<file path="config.mk">
export PLATFORM = sky130hd
export DESIGN_NAME = multicycle_control
export DESIGN_NICKNAME = d
export VERILOG_FILES = /design/src/rtl/multicycle_control.sv
export SDC_FILE = /design/constraint.sdc
export NUM_CORES = 1
export LEC_CHECK = 0
export CAP_MARGIN = 10
export CORE_UTILIZATION = 49
export CTS_BUF_LIST = sky130_fd_sc_hd__clkbuf_8
export CTS_CLUSTER_DIAMETER = 100
export DETAILED_ROUTE_END_ITERATION = 8
export PLACE_DENSITY = 0.95
export SYNTH_ARGS = -nofsm -noshare
export SYNTH_HDL_FRONTEND = slang
export SYNTH_SLANG_ARGS = --single-unit
</file>
<file path="constraint.sdc">
create_clock -name clk -period 3.5 [get_ports clk]
set_clock_uncertainty 0.05 [all_clocks]
set_input_delay 0.7 -clock clk [delete_from_list [all_inputs] [get_ports clk]]
set_output_delay 0.7 -clock clk [all_outputs]
set_load 0.01 [all_outputs]
</file>
<file path="src/rtl/multicycle_control.sv">
// Multi-cycle FETCH/DECODE/EXEC/MEM/WB sequencer for the RV64 datapath.
// Optional performance counters are enabled by defining MC_PERF_COUNTERS_EN.
module multicycle_control #(
    parameter int width_instruc = 7,
    parameter int MEM_TIMEOUT   = 16,
    parameter int CNT_WIDTH     = 32
) (
    input  logic                     clk,
    input  logic                     rst,
    input  logic                     run_i,
    input  logic                     halt_i,
    input  logic [width_instruc-1:0] opcode_i,
    input  logic                     zero_i,
    input  logic                     mem_ready_i,
    output logic                     ir_write_o,
    output logic                     pc_write_o,
    output logic                     pc_src_o,
    output logic                     alu_src_o,
    output logic [1:0]               alu_op_o,
    output logic                     mem_read_o,
    output logic                     mem_write_o,
    output logic                     mem_to_reg_o,
    output logic                     reg_write_o,
    output logic                     instr_done_o,
    output logic                     busy_o,
    output logic                     illegal_o,
    output logic                     timeout_o,
    output logic [2:0]               state_o
`ifdef MC_PERF_COUNTERS_EN
    ,
    output logic [CNT_WIDTH-1:0]     cycle_cnt_o,
    output logic [CNT_WIDTH-1:0]     instret_cnt_o,
    output logic [CNT_WIDTH-1:0]     stall_cnt_o
`endif
);

    typedef enum logic [2:0] {
        S_IDLE   = 3'd0,
        S_FETCH  = 3'd1,
        S_DECODE = 3'd2,
        S_EXEC   = 3'd3,
        S_MEM    = 3'd4,
        S_WB     = 3'd5,
        S_TRAP   = 3'd6
    } state_t;

    typedef enum logic [2:0] {
        C_NONE = 3'd0,
        C_R    = 3'd1,
        C_I    = 3'd2,
        C_LD   = 3'd3,
        C_SD   = 3'd4,
        C_BEQ  = 3'd5
    } cls_t;

    localparam logic [width_instruc-1:0] OP_R   = width_instruc'(7'b0110011);
    localparam logic [width_instruc-1:0] OP_I   = width_instruc'(7'b0010011);
    localparam logic [width_instruc-1:0] OP_LD  = width_instruc'(7'b0000011);
    localparam logic [width_instruc-1:0] OP_SD  = width_instruc'(7'b0100011);
    localparam logic [width_instruc-1:0] OP_BEQ = width_instruc'(7'b1100011);

    // The wait counter only has to reach MEM_TIMEOUT-1; the transition to TRAP
    // happens on the cycle that would have made the count equal MEM_TIMEOUT.
    localparam int WAIT_W = (MEM_TIMEOUT > 1) ? $clog2(MEM_TIMEOUT + 1) : 1;
    localparam logic [WAIT_W-1:0] WAIT_LAST =
        (MEM_TIMEOUT > 0) ? WAIT_W'(MEM_TIMEOUT - 1) : '0;

    state_t            r_state;
    state_t            w_next;
    cls_t              r_cls;
    cls_t              w_dec_cls;
    logic [WAIT_W-1:0] r_wait;
    logic              r_illegal;
    logic              r_timeout;
    logic              w_set_illegal;
    logic              w_set_timeout;

    always_comb begin
        case (opcode_i)
            OP_R:    w_dec_cls = C_R;
            OP_I:    w_dec_cls = C_I;
            OP_LD:   w_dec_cls = C_LD;
            OP_SD:   w_dec_cls = C_SD;
            OP_BEQ:  w_dec_cls = C_BEQ;
            default: w_dec_cls = C_NONE;
        endcase
    end

    always_ff @(posedge clk) begin
        if (!rst) begin
            r_state   <= S_IDLE;
            r_cls     <= C_NONE;
            r_wait    <= '0;
            r_illegal <= 1'b0;
            r_timeout <= 1'b0;
        end else begin
            r_state <= w_next;
            if (r_state == S_DECODE) begin
                r_cls <= w_dec_cls;
            end
            if (r_state == S_EXEC) begin
                r_wait <= '0;
            end else if (r_state == S_MEM && !mem_ready_i) begin
                r_wait <= r_wait + 1'b1;
            end
            if (w_set_illegal) begin
                r_illegal <= 1'b1;
            end
            if (w_set_timeout) begin
                r_timeout <= 1'b1;
            end
        end
    end

    always_comb begin
        w_next        = r_state;
        w_set_illegal = 1'b0;
        w_set_timeout = 1'b0;
        ir_write_o    = 1'b0;
        pc_write_o    = 1'b0;
        pc_src_o      = 1'b0;
        alu_src_o     = 1'b0;
        alu_op_o      = 2'b00;
        mem_read_o    = 1'b0;
        mem_write_o   = 1'b0;
        mem_to_reg_o  = 1'b0;
        reg_write_o   = 1'b0;
        instr_done_o  = 1'b0;
        case (r_state)
            S_IDLE: begin
                if (halt_i) begin
                    w_next = S_IDLE;
                end else if (run_i) begin
                    w_next = S_FETCH;
                end
            end
            S_FETCH: begin
                ir_write_o = 1'b1;
                w_next     = S_DECODE;
            end
            S_DECODE: begin
                if (w_dec_cls == C_NONE) begin
                    w_next        = S_TRAP;
                    w_set_illegal = 1'b1;
                end else begin
                    w_next = S_EXEC;
                end
            end
            S_EXEC: begin
                alu_src_o = (r_cls == C_I) || (r_cls == C_LD) || (r_cls == C_SD);
                case (r_cls)
                    C_BEQ: begin
                        alu_op_o     = 2'b01;
                        pc_write_o   = 1'b1;
                        pc_src_o     = zero_i;
                        instr_done_o = 1'b1;
                        w_next       = halt_i ? S_IDLE : S_FETCH;
                    end
                    C_LD, C_SD: begin
                        alu_op_o = 2'b00;
                        w_next   = S_MEM;
                    end
                    default: begin
                        alu_op_o = 2'b10;
                        w_next   = S_WB;
                    end
                endcase
            end
            S_MEM: begin
                alu_src_o   = 1'b1;
                alu_op_o    = 2'b00;
                mem_read_o  = (r_cls == C_LD);
                mem_write_o = (r_cls == C_SD);
                if (mem_ready_i) begin
                    if (r_cls == C_SD) begin
                        pc_write_o   = 1'b1;
                        instr_done_o = 1'b1;
                        w_next       = halt_i ? S_IDLE : S_FETCH;
                    end else begin
                        w_next = S_WB;
                    end
                end else if (MEM_TIMEOUT != 0 && r_wait == WAIT_LAST) begin
                    w_next        = S_TRAP;
                    w_set_timeout = 1'b1;
                end
            end
            S_WB: begin
                reg_write_o  = 1'b1;
                mem_to_reg_o = (r_cls == C_LD);
                pc_write_o   = 1'b1;
                instr_done_o = 1'b1;
                w_next       = halt_i ? S_IDLE : S_FETCH;
            end
            S_TRAP: begin
                w_next = S_TRAP;
            end
            default: begin
                w_next = S_IDLE;
            end
        endcase
    end

    assign busy_o    = (r_state != S_IDLE) && (r_state != S_TRAP);
    assign illegal_o = r_illegal;
    assign timeout_o = r_timeout;
    assign state_o   = r_state;

`ifdef MC_PERF_COUNTERS_EN
    logic [CNT_WIDTH-1:0] r_cycle_cnt;
    logic [CNT_WIDTH-1:0] r_instret_cnt;
    logic [CNT_WIDTH-1:0] r_stall_cnt;

    always_ff @(posedge clk) begin
        if (!rst) begin
            r_cycle_cnt   <= '0;
            r_instret_cnt <= '0;
            r_stall_cnt   <= '0;
        end else begin
            if (busy_o) begin
                r_cycle_cnt <= r_cycle_cnt + 1'b1;
            end
            if (instr_done_o) begin
                r_instret_cnt <= r_instret_cnt + 1'b1;
            end
            if (r_state == S_MEM && !mem_ready_i) begin
                r_stall_cnt <= r_stall_cnt + 1'b1;
            end
        end
    end

    assign cycle_cnt_o   = r_cycle_cnt;
    assign instret_cnt_o = r_instret_cnt;
    assign stall_cnt_o   = r_stall_cnt;
`endif

endmodule

</file>
==> impl_metrics.py <==
metrics = {
    "floorplanning": {
        "io_pins": 30,
        "std_cell_rows": 14,
        "start_util_pct": 54.7,
        "die_w_um": 43.7,
        "die-area_mm2": 0.00191,
        "core_mm2": 0.00156,
        "die_y_um": 43.7,
    },
    "sta": {
        "slew-limit-headroom_pct": 65.3,
        "fmax_mhz": 337,
        "fin_ws_ns": 0.529,
        "hold_violations": 0,
        "grt_setup_unrepaired": "false",
        "maxSlewViolCount": 0,
        "post-route-min-period_ns": 2.97,
        "finalSetupViolCount": 0,
        "period_share_pct": 84.9,
        "tightest_slew_ns": 0.519,
        "tns_ns": 0,
    },
    "power": {
        "power_density_mw_per_mm2": 351,
        "power_mw": 0.412,
        "ir_worst_vdd_v": 0.000383,
        "p_leak_nw": 0.430,
    },
    "routing": {
        "vias_per_cell": 5.51,
        "antenna_left": 0,
        "wl_per_cell_um": 13.3,
        "vias": 810,
        "wirelength_mm": 1.95,
        "drc": 3,
        "first_pass_iters": 6,
        "drt-initial-drc-count": 27,
    },
    "layout": {
        "fin_area_mm2": 0.00117,
        "fin_util_pct": 75.3,
        "num_antenna_cells": 0,
        "fillCellCount": 109,
        "area.growth.synth_to_final_pct": 37.7,
        "drive_above_1_share_pct": 4.58,
        "nets": 147,
    },
    "synthesis": {
        "yosysWarningCount": 0,
        "synth-compound-area-share_pct": 15.1,
        "synthCells": 103,
        "synth.distinct_cells": 39,
        "synth_area_leader_cell": "dfxtp_1",
        "postSynthNetCount": 118,
        "ys_top_cells_by_area": "dfxtp_1 31%, nor2b_1 8.1%, nor2_1 5.3%",
        "synth_top_family_by_area": "simple AND/OR/NAND/NOR gates",
        "async_flop_share_pct": 0,
        "muxShareOfSynthArea_pct": 1.17,
        "synth.most_common_cell": "dfxtp_1",
        "syn-cell-area_um2": 852,
        "synth_enable_flop_cells": 0,
        "ys_seq_area_share_pct": 30.5,
        "ys_top_cells_by_count": "13 x dfxtp_1, 12 x nor2_1, 11 x nor2b_1, 6 x a21oi_1, 6 x nand2_1",
        "synth_top_flop_cell": "dfxtp_1",
        "yosys.area_share.simple_pct": 40.4,
        "syn_area_per_cell_um2": 8.27,
        "synth_seq_cells": 13,
        "synth_xor_area_share_pct": 4.11,
        "synth_top_area_share_pct": 30.5,
        "synth-adder-area-share_pct": 2.94,
    },
    "grt": {
        "grt_max_degree": 14,
        "grt_use_total_pct": 21.6,
        "grt_pass1_wl_mm": 3.16,
        "grt_pass1_vias": 714,
        "grt_overflow": 0,
        "antenna_found_initial": 0,
    },
    "worst_setup_path": {
        "r2r_end": "r_cls[1]",
        "crit_type": "input port to primary output",
        "worstPathArrival_ns": 2.22,
        "r2r_slack_ns": 1.82,
        "critPathRequiredTime_ns": 2.75,
        "reg2reg_from": "state_o[1]",
        "crit_path_max_fanout": 4,
        "start_kind": "input port",
        "crit_path_end_kind": "primary output",
        "reg2reg_depth": 4,
    },
    "placement": {
        "gp_congestion": 0.862,
        "post-place-ws_ns": 0.528,
        "io_buffers": 29,
        "placed_cell_area_mm2": 0.00113,
        "hpwl_mm": 1.47,
    },
    "clocking": {
        "clk_pin_slew_ns": 0.05,
        "hold_buffers": 0,
        "clock_path_buffers": 2,
        "clock-sinks": 13,
        "cts_resized": 0,
        "clk_latency_ns": 0.24,
        "cts_setup_buffers": 0,
        "cts_made_buffers": 3,
        "cts-htree-levels": 1,
        "cts_root_buffer": "clkbuf_8",
        "cts_tree": "built",
    },
    "run_status": {
        "outcome": "finished, violations left",
        "violations": "design-rule violations",
    },
    "min_path": {
        "worstHoldEndpoint": "illegal_o",
        "hp-start": "illegal_o",
        "holdCritPathClass": "flop to flop",
        "min_path_cells": 1,
    },
    "run": {
        "maxCapViolCount": 0,
    },
}
-- cell type report --
class	instances	area (um2)	share of cell area [%]
Clock buffer	3	41.3	3.52
Timing Repair Buffer	29	290	24.7
Tap cell	16	20.0	1.71
Inverter	4	15.0	1.28
Sequential cell	13	260	22.2
Clock inverter	1	3.75	0.320
Multi-Input combinational cell	81	543	46.3
-- per-stage QoR --
step / instances / hold WS, ns
6_report: 147 / 0.423
5_1_grt: 147 / 0.440
4_1_cts: 147 / 0.426
3_5_place_dp: 143 / 0.409
3_3_place_gp: 143 / 0.404
2_1_floorplan: 103 / 0.422
-- worst max path at each step --
stage,start,endpoint,slack (ns),cells past startpoint
2_1_floorplan,state_o[0],pc_write_o,1.32,6
4_1_cts,mem_ready_i,instr_done_o,0.52,5
3_3_place_gp,mem_ready_i,pc_write_o,0.61,5
3_5_place_dp,mem_ready_i,instr_done_o,0.53,5
6_report,mem_ready_i,instr_done_o,0.53,5
5_1_grt,mem_ready_i,instr_done_o,0.47,5
-- flip-flops by register name (all words and copies together) (netlist names) --
signal,cells
state_o,3
r_wait,5
timeout_o,1
illegal_o,1
r_cls,3
-- cell usage in the layout, fill, tap and decap left out, types with 2 or more instances in the layout --
cell type | synthesis | final
a21oi_1 | 6 | 6
dfxtp_1 | 13 | 13
inv_1 | 4 | 5
nor3_1 | 2 | 2
ha_1 | 2 | 2
nand4bb_1 | 2 | 2
nor2b_1 | 11 | 11
or3_1 | 2 | 2
clkbuf_8 | 0 | 3
a21o_1 | 2 | 2
nor2_1 | 12 | 12
or3b_1 | 2 | 2
nand3_1 | 3 | 3
nand3b_1 | 3 | 3
o21a_1 | 3 | 3
nand2_1 | 6 | 6
nand2b_1 | 3 | 3
clkdlybuf4s50_1 | 0 | 29
xor2_1 | 3 | 3
-- power breakdown --
part           switching (mW)  leakage, nW  internal (mW)  total, mW
registers              0.0188        0.105          0.156      0.175
clock network          0.0502       0.0269         0.0772      0.127
logic                  0.0466        0.298         0.0630      0.110
-- worst max-delay path, stage by stage --
cell             delay, ns
clkdlybuf4s50_1       0.59
nand4bb_1             0.15
nand2b_1              0.10
a21o_1                0.14
clkdlybuf4s50_1       0.54
-- routing by layer --
metal | GRT usage, % | wire, um
met5 | 0 | 0
met3 | 2.50 | 79
met2 | 33.4 | 910
met1 | 31.7 | 953
met4 | 5.63 | 10
-- cells by family after synthesis --
group | after synthesis
AO/OA/AOI/OAI | 20
flip-flops | 13
adder cells (fa/ha/maj) | 2
AND/OR/NAND/NOR | 54
XOR/XNOR | 4
multiplexers | 1
buffers and inverters | 9
No activity file was read; power rests on OpenSTA's default activity.
